$ cat config.mk
export PLATFORM = sky130hd
export DESIGN_NAME = mmio_uart_tx
export DESIGN_NICKNAME = d
export VERILOG_FILES = /design/src/rtl/mmio_uart_tx.sv
export SDC_FILE = /design/constraint.sdc
export NUM_CORES = 1
export LEC_CHECK = 0
export CAP_MARGIN = 20
export CORE_ASPECT_RATIO = 1.5
export CORE_MARGIN = 4
export CORE_UTILIZATION = 54
export CTS_BUF_LIST = sky130_fd_sc_hd__clkbuf_8
export DETAILED_ROUTE_END_ITERATION = 7
export PLACE_DENSITY_LB_ADDON = 0.08
export SKIP_CTS_REPAIR_TIMING = 1
export SLEW_MARGIN = 20
export SYNTH_ARGS = -nofsm -noshare
export SYNTH_HDL_FRONTEND = slang
export SYNTH_SLANG_ARGS = --single-unit
$ cat constraint.sdc
create_clock -name clk -period 3.2 [get_ports clk]
set_input_delay 0.96 -clock clk [delete_from_list [all_inputs] [get_ports clk]]
set_output_delay 0.96 -clock clk [all_outputs]
set_load 0.01 [all_outputs]
$ cat src/rtl/mmio_uart_tx.sv
//==============================================================================
// Module   : mmio_uart_tx
// Purpose  : MMIO byte writes queued in a FIFO and serialised as 8N1 frames;
//            define MMIO_UART_TX_PARITY_EN to send 8E1 frames instead.
// Revision : 1.0 - initial release
//==============================================================================
`default_nettype none

module mmio_uart_tx #(
    parameter int CLKS_PER_BIT = 16,
    parameter int FIFO_DEPTH   = 8
) (
    input  logic       clk,
    input  logic       reset,
    input  logic       write_enabled,
    input  logic [7:0] write_value,
    output logic       fifo_full,
    output logic       busy,
    output logic       overflow,
    output logic       tx
);

    localparam int              c_PW       = (FIFO_DEPTH > 1) ? $clog2(FIFO_DEPTH) : 1;
    localparam int              c_CW       = (CLKS_PER_BIT > 1) ? $clog2(CLKS_PER_BIT) : 1;
    localparam logic [c_CW-1:0] c_CNT_LAST = c_CW'(CLKS_PER_BIT - 1);
    localparam logic [c_CW-1:0] c_CNT_ONE  = c_CW'(1);
    localparam logic [c_PW-1:0] c_PTR_ONE  = c_PW'(1);
    localparam logic [c_PW:0]   c_CNT_FULL = (c_PW + 1)'(FIFO_DEPTH);
    localparam logic [c_PW:0]   c_OCC_ONE  = (c_PW + 1)'(1);

`ifdef MMIO_UART_TX_PARITY_EN
    typedef enum logic [2:0] {
        S_IDLE   = 3'd0,
        S_START  = 3'd1,
        S_DATA   = 3'd2,
        S_PARITY = 3'd3,
        S_STOP   = 3'd4
    } state_t;
`else
    typedef enum logic [2:0] {
        S_IDLE   = 3'd0,
        S_START  = 3'd1,
        S_DATA   = 3'd2,
        S_STOP   = 3'd4
    } state_t;
`endif

    // FIFO storage and bookkeeping
    logic [7:0]      r_mem [FIFO_DEPTH];
    logic [c_PW-1:0] r_wr_ptr;
    logic [c_PW-1:0] r_rd_ptr;
    logic [c_PW:0]   r_count;
    logic [c_PW:0]   w_count_next;
    logic            r_full;
    logic            r_overflow;
    logic            w_push;
    logic            w_pop;
    logic            w_empty;
    logic [7:0]      w_head;

    // Serialiser
    state_t          r_state;
    state_t          w_state_next;
    logic [c_CW-1:0] r_cnt;
    logic [c_CW-1:0] w_cnt_next;
    logic [2:0]      r_bit;
    logic [2:0]      w_bit_next;
    logic [7:0]      r_shift;
    logic [7:0]      w_shift_next;
    logic            r_tx;
    logic            w_tx_next;
    logic            w_bit_done;
`ifdef MMIO_UART_TX_PARITY_EN
    logic            r_parity;
    logic            w_parity_next;
`endif

    // A full FIFO refuses writes even if a pop frees a slot on the same edge.
    assign w_push  = write_enabled && !r_full;
    assign w_empty = (r_count == '0);
    assign w_head  = r_mem[r_rd_ptr];

    always_comb begin
        w_count_next = r_count;
        if (w_push && !w_pop) begin
            w_count_next = r_count + c_OCC_ONE;
        end else if (!w_push && w_pop) begin
            w_count_next = r_count - c_OCC_ONE;
        end
    end

    always_ff @(posedge clk) begin
        if (w_push) begin
            r_mem[r_wr_ptr] <= write_value;
        end
    end

    always_ff @(posedge clk) begin
        if (reset) begin
            r_wr_ptr   <= '0;
            r_rd_ptr   <= '0;
            r_count    <= '0;
            r_full     <= 1'b0;
            r_overflow <= 1'b0;
        end else begin
            if (w_push) begin
                r_wr_ptr <= r_wr_ptr + c_PTR_ONE;
            end
            if (w_pop) begin
                r_rd_ptr <= r_rd_ptr + c_PTR_ONE;
            end
            r_count <= w_count_next;
            r_full  <= (w_count_next == c_CNT_FULL);
            if (write_enabled && r_full) begin
                r_overflow <= 1'b1;
            end
        end
    end

    assign w_bit_done = (r_cnt == c_CNT_LAST);

    always_comb begin
        w_state_next  = r_state;
        w_cnt_next    = w_bit_done ? '0 : r_cnt + c_CNT_ONE;
        w_bit_next    = r_bit;
        w_shift_next  = r_shift;
        w_pop         = 1'b0;
`ifdef MMIO_UART_TX_PARITY_EN
        w_parity_next = r_parity;
`endif
        case (r_state)
            S_IDLE: begin
                w_cnt_next = '0;
                if (!w_empty) begin
                    w_pop         = 1'b1;
                    w_shift_next  = w_head;
                    w_bit_next    = '0;
`ifdef MMIO_UART_TX_PARITY_EN
                    w_parity_next = ^w_head;
`endif
                    w_state_next  = S_START;
                end
            end
            S_START: begin
                if (w_bit_done) begin
                    w_state_next = S_DATA;
                end
            end
            S_DATA: begin
                if (w_bit_done) begin
                    if (r_bit == 3'd7) begin
`ifdef MMIO_UART_TX_PARITY_EN
                        w_state_next = S_PARITY;
`else
                        w_state_next = S_STOP;
`endif
                    end else begin
                        w_shift_next = {1'b0, r_shift[7:1]};
                        w_bit_next   = r_bit + 3'd1;
                    end
                end
            end
`ifdef MMIO_UART_TX_PARITY_EN
            S_PARITY: begin
                if (w_bit_done) begin
                    w_state_next = S_STOP;
                end
            end
`endif
            S_STOP: begin
                // Chain straight into the next start bit when data is waiting.
                if (w_bit_done) begin
                    if (!w_empty) begin
                        w_pop         = 1'b1;
                        w_shift_next  = w_head;
                        w_bit_next    = '0;
`ifdef MMIO_UART_TX_PARITY_EN
                        w_parity_next = ^w_head;
`endif
                        w_state_next  = S_START;
                    end else begin
                        w_state_next = S_IDLE;
                    end
                end
            end
            default: begin
                w_state_next = S_IDLE;
                w_cnt_next   = '0;
            end
        endcase
    end

    // The line level is derived from the upcoming state so tx stays registered.
    always_comb begin
        w_tx_next = 1'b1;
        case (w_state_next)
            S_START:  w_tx_next = 1'b0;
            S_DATA:   w_tx_next = w_shift_next[0];
`ifdef MMIO_UART_TX_PARITY_EN
            S_PARITY: w_tx_next = w_parity_next;
`endif
            default:  w_tx_next = 1'b1;
        endcase
    end

    always_ff @(posedge clk) begin
        if (reset) begin
            r_state  <= S_IDLE;
            r_cnt    <= '0;
            r_bit    <= '0;
            r_shift  <= '0;
            r_tx     <= 1'b1;
`ifdef MMIO_UART_TX_PARITY_EN
            r_parity <= 1'b0;
`endif
        end else begin
            r_state  <= w_state_next;
            r_cnt    <= w_cnt_next;
            r_bit    <= w_bit_next;
            r_shift  <= w_shift_next;
            r_tx     <= w_tx_next;
`ifdef MMIO_UART_TX_PARITY_EN
            r_parity <= w_parity_next;
`endif
        end
    end

    assign tx        = r_tx;
    assign fifo_full = r_full;
    assign overflow  = r_overflow;
    assign busy      = !w_empty || (r_state != S_IDLE);

endmodule

`default_nettype wire

==> metrics.yaml, run 1 <==
period_share_pct: 92.7
avgSynthCellArea_um2: 14.0
end_kind: "primary output"
holdPathStages: 1
pin_count: 15
core_area_um2: 7320
required_ns: 2.24
htree_num_levels: 3
dp_cells: 407
num_vias: 2405
synth_top_family_by_area: "multiplexers"
synth_compound_area_share_pct: 8.59
slew_headroom_pct: 43.2
whs_endpoint: "r_cnt[0]$_SDFF_PP0_"
min_period_ns: 2.97
grt_pass1_vias: 2436
r2r-end: "r_shift[2]$_SDFFE_PP0P_"
cellPowerDensity_nw_per_um2: 736
drc: 0
r2r_slack_ns: 1.01
cp_max_fo: 8
critical_path_class: "flip-flop to primary output"
vias_per_cell: 5.69
numCtsBuffers: 9
cp_num_buf_inv: 2
r2r_cells: 7
cp-startpoint: "r_count[0]$_SDFF_PP0_"
maxCapViolCount: 0
layoutNonFillerInstCount: 423
initial_utilization_pct: 56.3
hp-start: "r_cnt[0]$_SDFF_PP0_"
final_area_um2: 4610
ys_ff_latch: 98
drt_pass1_iterations: 6
grt_pass1_wl_um: 12300
yosysWarnings: 0
cts.clk_slew.worst_paths_ns: 0.09
synth_edf_count: 64
die_h_um: 115
ys_seq_area_share_pct: 63.1
syn_area_um2: 4120
cp_top_family: "buffers and inverters"
cts_root_buffer: "clkbuf_8"
placed_cell_area_um2: 4430
holdWs_ns: 0.460
die_area_um2: 9120
numPortBuffers: 14
synth_xor_area_share_pct: 1.91
yosys.area_share.simple_pct: 9.35
die_w_um: 79.3
layout.nets: 336
grt_max_degree: 17
areaGrowthSynthToFinish_pct: 12.0
syn-num-nets: 312
synthAdderAreaFrac_pct: 2.61
cts_tree: "built"
critPathMaxStageDelay_ns: 0.47
grt_usage_pct: 18.2
syn_inst: 294
finalMaxSlewViolations: 0
layout-drive-gt1-share_pct: 19.2
post_drt_wl_per_cell_um: 17.2
routed_wl_um: 7270
clk_latency_ns: 0.35
max_clock_freq_mhz: 337
ctsLongestPathBuffers: 2
rsz0062_at_grt: "no"
n_antenna_cell: 0
outcome: "completed"
first_iter_violations: 132
antenna_left: 0
setup-violations-final: 0
fin_skew_ns: 0.00687
tightest_slew_ns: 0.851
setup_tns_ns: 0
cts_sinks: 98
min_path_type: "flip-flop to flip-flop"
muxShareOfSynthArea_pct: 11.9
cp_data_arrival_time_ns: 2.01
slowest_stage: "clkdlybuf4s50_1"
gr-total-overflow: 0
rows: 38
power.leakage_nw: 1.58
synthArstFlopShare_pct: 0
synth_flop_cell: "edfxtp_1"
gp_congestion: 0.782
path_cells: "inv_1 > ha_1 > nand2_1 > or2_2 > clkdlybuf4s50_1"
critPathLaunchType: "flip-flop"
yosysUniqueCellTypes: 47
antenna_found_initial: 0
rr_startpoint: "r_cnt[0]$_SDFF_PP0_"
ir_worst_vdd_mv: 0.519
dp_hpwl_um: 4900
final-hold-violation-count: 0
[per-layer routing]
metal | global-route usage [%] | routed length (µm) | part of all wire (%)
met1 | 22.7 | 3110 | 43
met2 | 31.0 | 3890 | 54
met3 | 4.70 | 181 | 2.5
met4 | 5.85 | 89 | 1.2
met5 | 0 | 0 | 0
[cells by family after synthesis]
logic type,after synthesis
DFF,98
and+or+nand+nor,77
AOI/OAI and AO/OA,51
muxes,28
buffers and inverters,22
xor gates and xnor gates,9
adders and majority gates,9
[where the power goes]
| part | leakage (nW) | internal (W) | total (W) | switching (W) |
|---|---|---|---|---|
| clock | 0.0992 | 0.000353 | 0.000750 | 0.000397 |
| sequential | 0.860 | 0.00150 | 0.00164 | 0.000139 |
| combinational | 0.621 | 0.000519 | 0.00101 | 0.000491 |
[placed cells by master (no fill, tap or decap), types with 2 or more instances in the layout]
master and count:
xor2_1 4, mux4_2 16, clkbuf_8 9, o221ai_1 5
a22oi_1 2, maj3_1 2, o211ai_1 2, nand2_1 12
ha_1 7, or4_2 2, mux2_2 7, dfxtp_1 34
a21o_1 6, nand2b_1 4, clkdlybuf4s50_1 14, nor2_1 27
a31oi_1 2, nand3_1 7, a21oi_1 16, buf_4 16
edfxtp_1 64, inv_1 7, nor3b_1 3, nor3_1 7
and3_1 4, a211oi_1 4, mux2i_1 5, o21ai_0 5
xnor2_1 5, o22ai_1 2
[cell type report]
class | instances | area, µm²
inverter | 5 | 18.8
clock buffer | 9 | 124
tap | 100 | 125
sequential | 98 | 2600
multi-input combinational | 174 | 1420
fill | 577 | 2710
clock inverter | 7 | 62.6
timing repair buffer | 30 | 260
[how the worst max path moves through the flow]
stage                                 end  slack, ns  cells after the start
finish                               busy       0.23                      5
global route                         busy       0.14                      5
CTS                                  busy       0.20                      5
detailed placement   fifo_full$_SDFF_PP0_       0.61                      5
global placement     fifo_full$_SDFF_PP0_       0.62                      5
floorplan           r_mem[0][0]$_DFFE_PP_       0.69                      3
[synth_stat cells, types with 6 or more instances]
cell	n	area share [%]
a21o_1	6	1.1
ha_1	7	2.1
nor3_1	7	0.85
mux2_2	7	1.9
nand3_1	7	0.85
clkbuf_1	10	0.91
nor2_1	27	2.5
nand2_1	12	1.1
a21oi_1	16	1.9
edfxtp_1	64	47
dfxtp_1	34	17
mux4_2	16	8.7
[flip-flops by register name (all words and copies together), names as in the netlist, named ones only]
signal	cells
r_mem	64
r_shift	8
r_cnt	4
r_count	4
r_bit	3
r_rd_ptr	3
r_state	3
r_wr_ptr	3
fifo_full	1
overflow	1
tx	1
[stage by stage]
step | utilization (%) | total power, W | worst slack (ns)
after CTS | 63.0 | 0.00344 | 0.202
final | 63.0 | 0.00340 | 0.232
after floorplan | - | 0.00243 | 0.693
after global routing | 63.0 | 0.00362 | 0.137
after detailed placement | 60.5 | 0.00268 | 0.606
after global placement | 60.5 | 0.00266 | 0.624
Power figures use the tool's default switching activity.
==> run 2: changes to the inputs <==
GPL_TIMING_DRIVEN = 0   (was default)
clock period = 3.1 ns   (was 3.2 ns; I/O delays follow)
==> run 2 against run 1 <==
Sequential power barely moved. Highest routed layer unchanged. Die area did not move. Sequential cell count did not move. First-iteration DRC count fell by 18%. Design area fell by 0.27%. Worst setup slack got worse by 0.073 ns. Clock skew rose by 0.00093 ns. Non-clock buffer count rose by 4. Global-route usage barely moved. Largest power group unchanged. Critical endpoint unchanged.
==> metrics.yaml, run 2 (same netlist as run 1, synthesis figures left out) <==
placed_cell_area_um2: 4430
final_cell_mix: "edfxtp_1 (64), dfxtp_1 (34), nor2_1 (27)"
p_switching_w: 0.00110
period_share_pct: 94.9
power.leakage_nw: 1.57
cp_max_fo: 8
max_clock_freq_mhz: 340
dp_hpwl_um: 5210
gp_congestion: 0.768
p_int_w: 0.00240
cts.clk_slew.worst_paths_ns: 0.09
numCtsBuffers: 9
numPortBuffers: 14
final-hold-violation-count: 0
post_drt_wl_per_cell_um: 17.4
drt_pass1_iterations: 4
top_register: "r_mem"
grt_usage_pct: 18.2
final_area_um2: 4600
cellPowerDensity_nw_per_um2: 761
layout_commonest_cell: "edfxtp_1"
pre_cts_ws_ns: -0.114
timing.final.ws_setup_ns: 0.160
rr_startpoint: "r_count[0]$_SDFF_PP0_"
die_h_um: 115
setup_tns_ns: 0
required_ns: 2.17
clk_latency_ns: 0.36
num_vias: 2434
critPathLaunchType: "flip-flop"
tightest_slew_ns: 0.904
setup-violations-final: 0
die_area_um2: 9120
critical_path_class: "flip-flop to primary output"
cts_tree: "built"
grt_max_degree: 16
use_met3_pct: 3.53
min_period_ns: 2.94
cts_root_buffer: "clkbuf_8"
holdWs_ns: 0.470
vias_per_cell: 5.70
holdPathStages: 1
areaGrowthSynthToFinish_pct: 11.7
core_area_um2: 7320
grt_pass1_wl_um: 12200
gr-max-usage-layer: "met2"
end_kind: "primary output"
drc: 0
slew_headroom_pct: 39.5
comb_power_share_pct: 32.4
min_path_type: "flip-flop to flip-flop"
pin_count: 15
fin_skew_ns: 0.00781
grt_pass1_vias: 2447
finalMaxSlewViolations: 0
gr-total-overflow: 0
die_w_um: 79.3
totalPowerFinal_w: 0.00350
outcome: "completed"
r2r-end: "fifo_full$_SDFF_PP0_"
antenna_left: 0
htree_num_levels: 3
globalRouteMet2Util_pct: 32.9
antenna_found_initial: 0
cts_sinks: 98
share_seq_of_total_power_pct: 47.0
layout-drive-gt1-share_pct: 18.3
routed_wl_um: 7450
initial_utilization_pct: 56.3
cp_data_arrival_time_ns: 2.01
first_iter_violations: 108
ir_worst_vdd_mv: 0.435
rows: 38
clkPwrFrac_pct: 20.5
maxCapViolCount: 0
n_antenna_cell: 0
r2r_cells: 7
r2r_slack_ns: 0.86
cp-startpoint: "r_state[0]$_SDFF_PP0_"
ctsLongestPathBuffers: 2
layout_top_registers: "r_mem (64), r_shift (8)"
endpoint: "busy"
rsz0062_at_grt: "no"
switching_share_pct: 31.4
grtUsageMet1_pct: 20.9
layout.nets: 340
largest_reg_flops: 64
## run 2: cell types whose count changed in the layout (fill, tap and decap cells not counted), sizes merged
| cell | delta |
|---|---|
| buf | -6 |
| clkinvlp | -1 |
| clkbuf | +11 |
| inv | +1 |
| bufinv | -1 |
## run 2: per-layer routing
metal,routed length (µm),up-vias
met2,4030,42
met3,207,9
met5,0,-
met4,146,0
li1,-,1174
met1,3060,1209
## run 2: worst max-delay path, stage by stage (launching register included)
cell,delay (ns)
dfxtp_1,0.32
buf_6,0.13
or3_2,0.45
or2_2,0.28
clkdlybuf4s50_1,0.48
## run 2: how the worst min path moves through the flow
stage	startpoint	endpoint
after floorplan	r_cnt[0]$_SDFF_PP0_	r_cnt[0]$_SDFF_PP0_
after global placement	r_cnt[0]$_SDFF_PP0_	r_cnt[0]$_SDFF_PP0_
after detailed placement	overflow$_SDFFE_PP0P_	overflow$_SDFFE_PP0P_
after CTS	r_cnt[0]$_SDFF_PP0_	r_cnt[0]$_SDFF_PP0_
after global routing	r_cnt[0]$_SDFF_PP0_	r_cnt[0]$_SDFF_PP0_
final	r_cnt[0]$_SDFF_PP0_	r_cnt[0]$_SDFF_PP0_
## run 2: area by class of cell
type / count / area, µm²
clock inverters: 6 / 28.8
well taps: 100 / 125
multi-input cells: 174 / 1440
plain buffers: 17 / 85.1
inverters: 5 / 18.8
fillers: 605 / 2720
flip-flops and latches: 98 / 2600
clock buffers: 10 / 138
repair buffers: 17 / 160
## run 2: per-stage QoR
step | instances | util (%)
2_1_floorplan | 294 | -
3_5_place_dp | 411 | 60.5
5_1_grt | 427 | 62.9
6_report | 427 | 62.9
4_1_cts | 427 | 62.8
3_3_place_gp | 408 | 59.9
## run 2: power groups by stage
stage | sequential [W] | combinational, W | clock, W
floorplan | 0.00165 | 0.000859 | 0
detailed placement | 0.00168 | 0.00114 | 0
finish | 0.00165 | 0.00114 | 0.000720
global route | 0.00166 | 0.00126 | 0.000790
CTS | 0.00165 | 0.00115 | 0.000731
global placement | 0.00167 | 0.00111 | 0
==> run 3: changes to the inputs <==
CORE_UTILIZATION = 63   (was 54)
==> run 3 against run 2 <==
Maximum frequency decreased by 0.26%. Sequential share of layout area about the same. Die area decreased by 13%. Sequential power about the same. Power increased by 3.3%.
==> metrics.yaml, run 3 (same netlist as run 1, synthesis figures left out) <==
totalPowerFinal_w: 0.00362
ctsLongestPathBuffers: 2
switching_share_pct: 31.1
fin_skew_ns: 0.0149
p_switching_w: 0.00113
grt_usage_pct: 21.2
num_vias: 2442
cp-startpoint: "r_state[0]$_SDFF_PP0_"
tightest_slew_ns: 0.910
final-hold-violation-count: 0
clk_latency_ns: 0.35
rows: 35
largest_reg_flops: 64
htree_num_levels: 3
outcome: "completed"
initial_utilization_pct: 65.8
critPathLaunchType: "flip-flop"
final_cell_mix: "edfxtp_1 (64), dfxtp_1 (34), nor2_1 (27)"
pre_cts_ws_ns: -0.138
n_antenna_cell: 0
share_seq_of_total_power_pct: 45.5
cts_root_buffer: "clkbuf_8"
die_h_um: 107
die_area_um2: 7930
pin_count: 15
min_path_type: "flip-flop to flip-flop"
first_iter_violations: 117
finalMaxSlewViolations: 0
critPathMaxStageDelay_ns: 0.47
slew_headroom_pct: 39.1
dp_hpwl_um: 5140
post_drt_wl_per_cell_um: 18.4
cp_num_buf_inv: 2
rsz0062_at_grt: "no"
maxCapViolCount: 0
critical_path_class: "flip-flop to primary output"
required_ns: 2.17
min_period_ns: 2.95
layout-drive-gt1-share_pct: 19.6
end_kind: "primary output"
gr-total-overflow: 0
p_int_w: 0.00249
cts_sinks: 98
path_cells: "buf_6 > or3_2 > or2_2 > clkdlybuf4s50_1"
grt_max_degree: 19
drt_pass1_iterations: 5
slowest_stage: "clkdlybuf4s50_1"
comb_power_share_pct: 31.3
cp_max_fo: 8
antenna_found_initial: 0
numPortBuffers: 14
ir_worst_vdd_mv: 0.508
cp_data_arrival_time_ns: 2.02
holdWs_ns: 0.470
cts_tree: "built"
final_core_utilization_pct: 73.5
routed_wl_um: 7350
areaGrowthSynthToFinish_pct: 11.7
cp_top_family: "simple AND/OR/NAND/NOR gates"
period_share_pct: 95.1
cellPowerDensity_nw_per_um2: 786
hp-start: "r_cnt[0]$_SDFF_PP0_"
layout.nets: 339
vias_per_cell: 6.11
layout_commonest_cell: "edfxtp_1"
antenna_left: 0
setup_tns_ns: 0
grt_pass1_wl_um: 12500
core_area_um2: 6260
power.leakage_nw: 1.57
rr_startpoint: "r_cnt[0]$_SDFF_PP0_"
top_register: "r_mem"
grt_pass1_vias: 2526
setup-violations-final: 0
timing.final.ws_setup_ns: 0.152
die_w_um: 74.0
drc: 0
cts.clk_slew.worst_paths_ns: 0.11
gp_congestion: 0.775
max_clock_freq_mhz: 339
layout.filler_cells: 411
numCtsBuffers: 9
layout_top_registers: "r_mem (64), r_shift (8)"
clkPwrFrac_pct: 23.2
run 3: metal layers:
layer	routed length, µm	track usage, %	up-vias
li1	-	-	1172
met1	3040	26.8	1222
met2	4020	37.1	41
met3	216	3.28	7
met4	65	5.70	0
met5	0	0	-
run 3: final timing paths:
kind,depth (start not counted),slack (ns),endpoint
worst max register to register,7,0.83,r_shift[0]$_SDFF_PP0_
worst min register to register,1,0.47,r_cnt[0]$_SDFF_PP0_
worst max-delay path,4,0.15,busy
worst min-delay path,1,0.47,r_cnt[0]$_SDFF_PP0_
run 3: cell type report:
cell class              instances  area [µm²]  area share, %
multi-input cells             174        1450           31.4
inverters                       5        18.8          0.408
flip-flops and latches         98        2600           56.5
clock buffers                   9         124           2.69
plain buffers                  17        85.1           1.85
well taps                      74        92.6           2.01
repair buffers                 16         153           3.32
clock inverters                 7        81.3           1.77
run 3: worst reg2reg max path: stages (launching register included):
cell	delay, ns
dfxtp_1	0.37
ha_1	0.21
nand3_2	0.22
nor4_1	0.47
clkbuf_1	0.41
nor3b_1	0.12
a31oi_1	0.24
a21oi_1	0.09
run 3: power by group through the flow:
stage / registers [W] / logic (W) / clock network (W)
floorplan: 0.00165 / 0.000859 / 0
global placement: 0.00167 / 0.00109 / 0
detailed placement: 0.00168 / 0.00113 / 0
global route: 0.00167 / 0.00126 / 0.000915
CTS: 0.00165 / 0.00114 / 0.000848
finish: 0.00165 / 0.00113 / 0.000838
run 3: metrics by stage:
stage | instance area [µm²] | std cells
finish | 4600 | 400
global placement | 4350 | 382
floorplan | 4120 | 294
global route | 4600 | 400
CTS | 4600 | 400
detailed placement | 4390 | 384
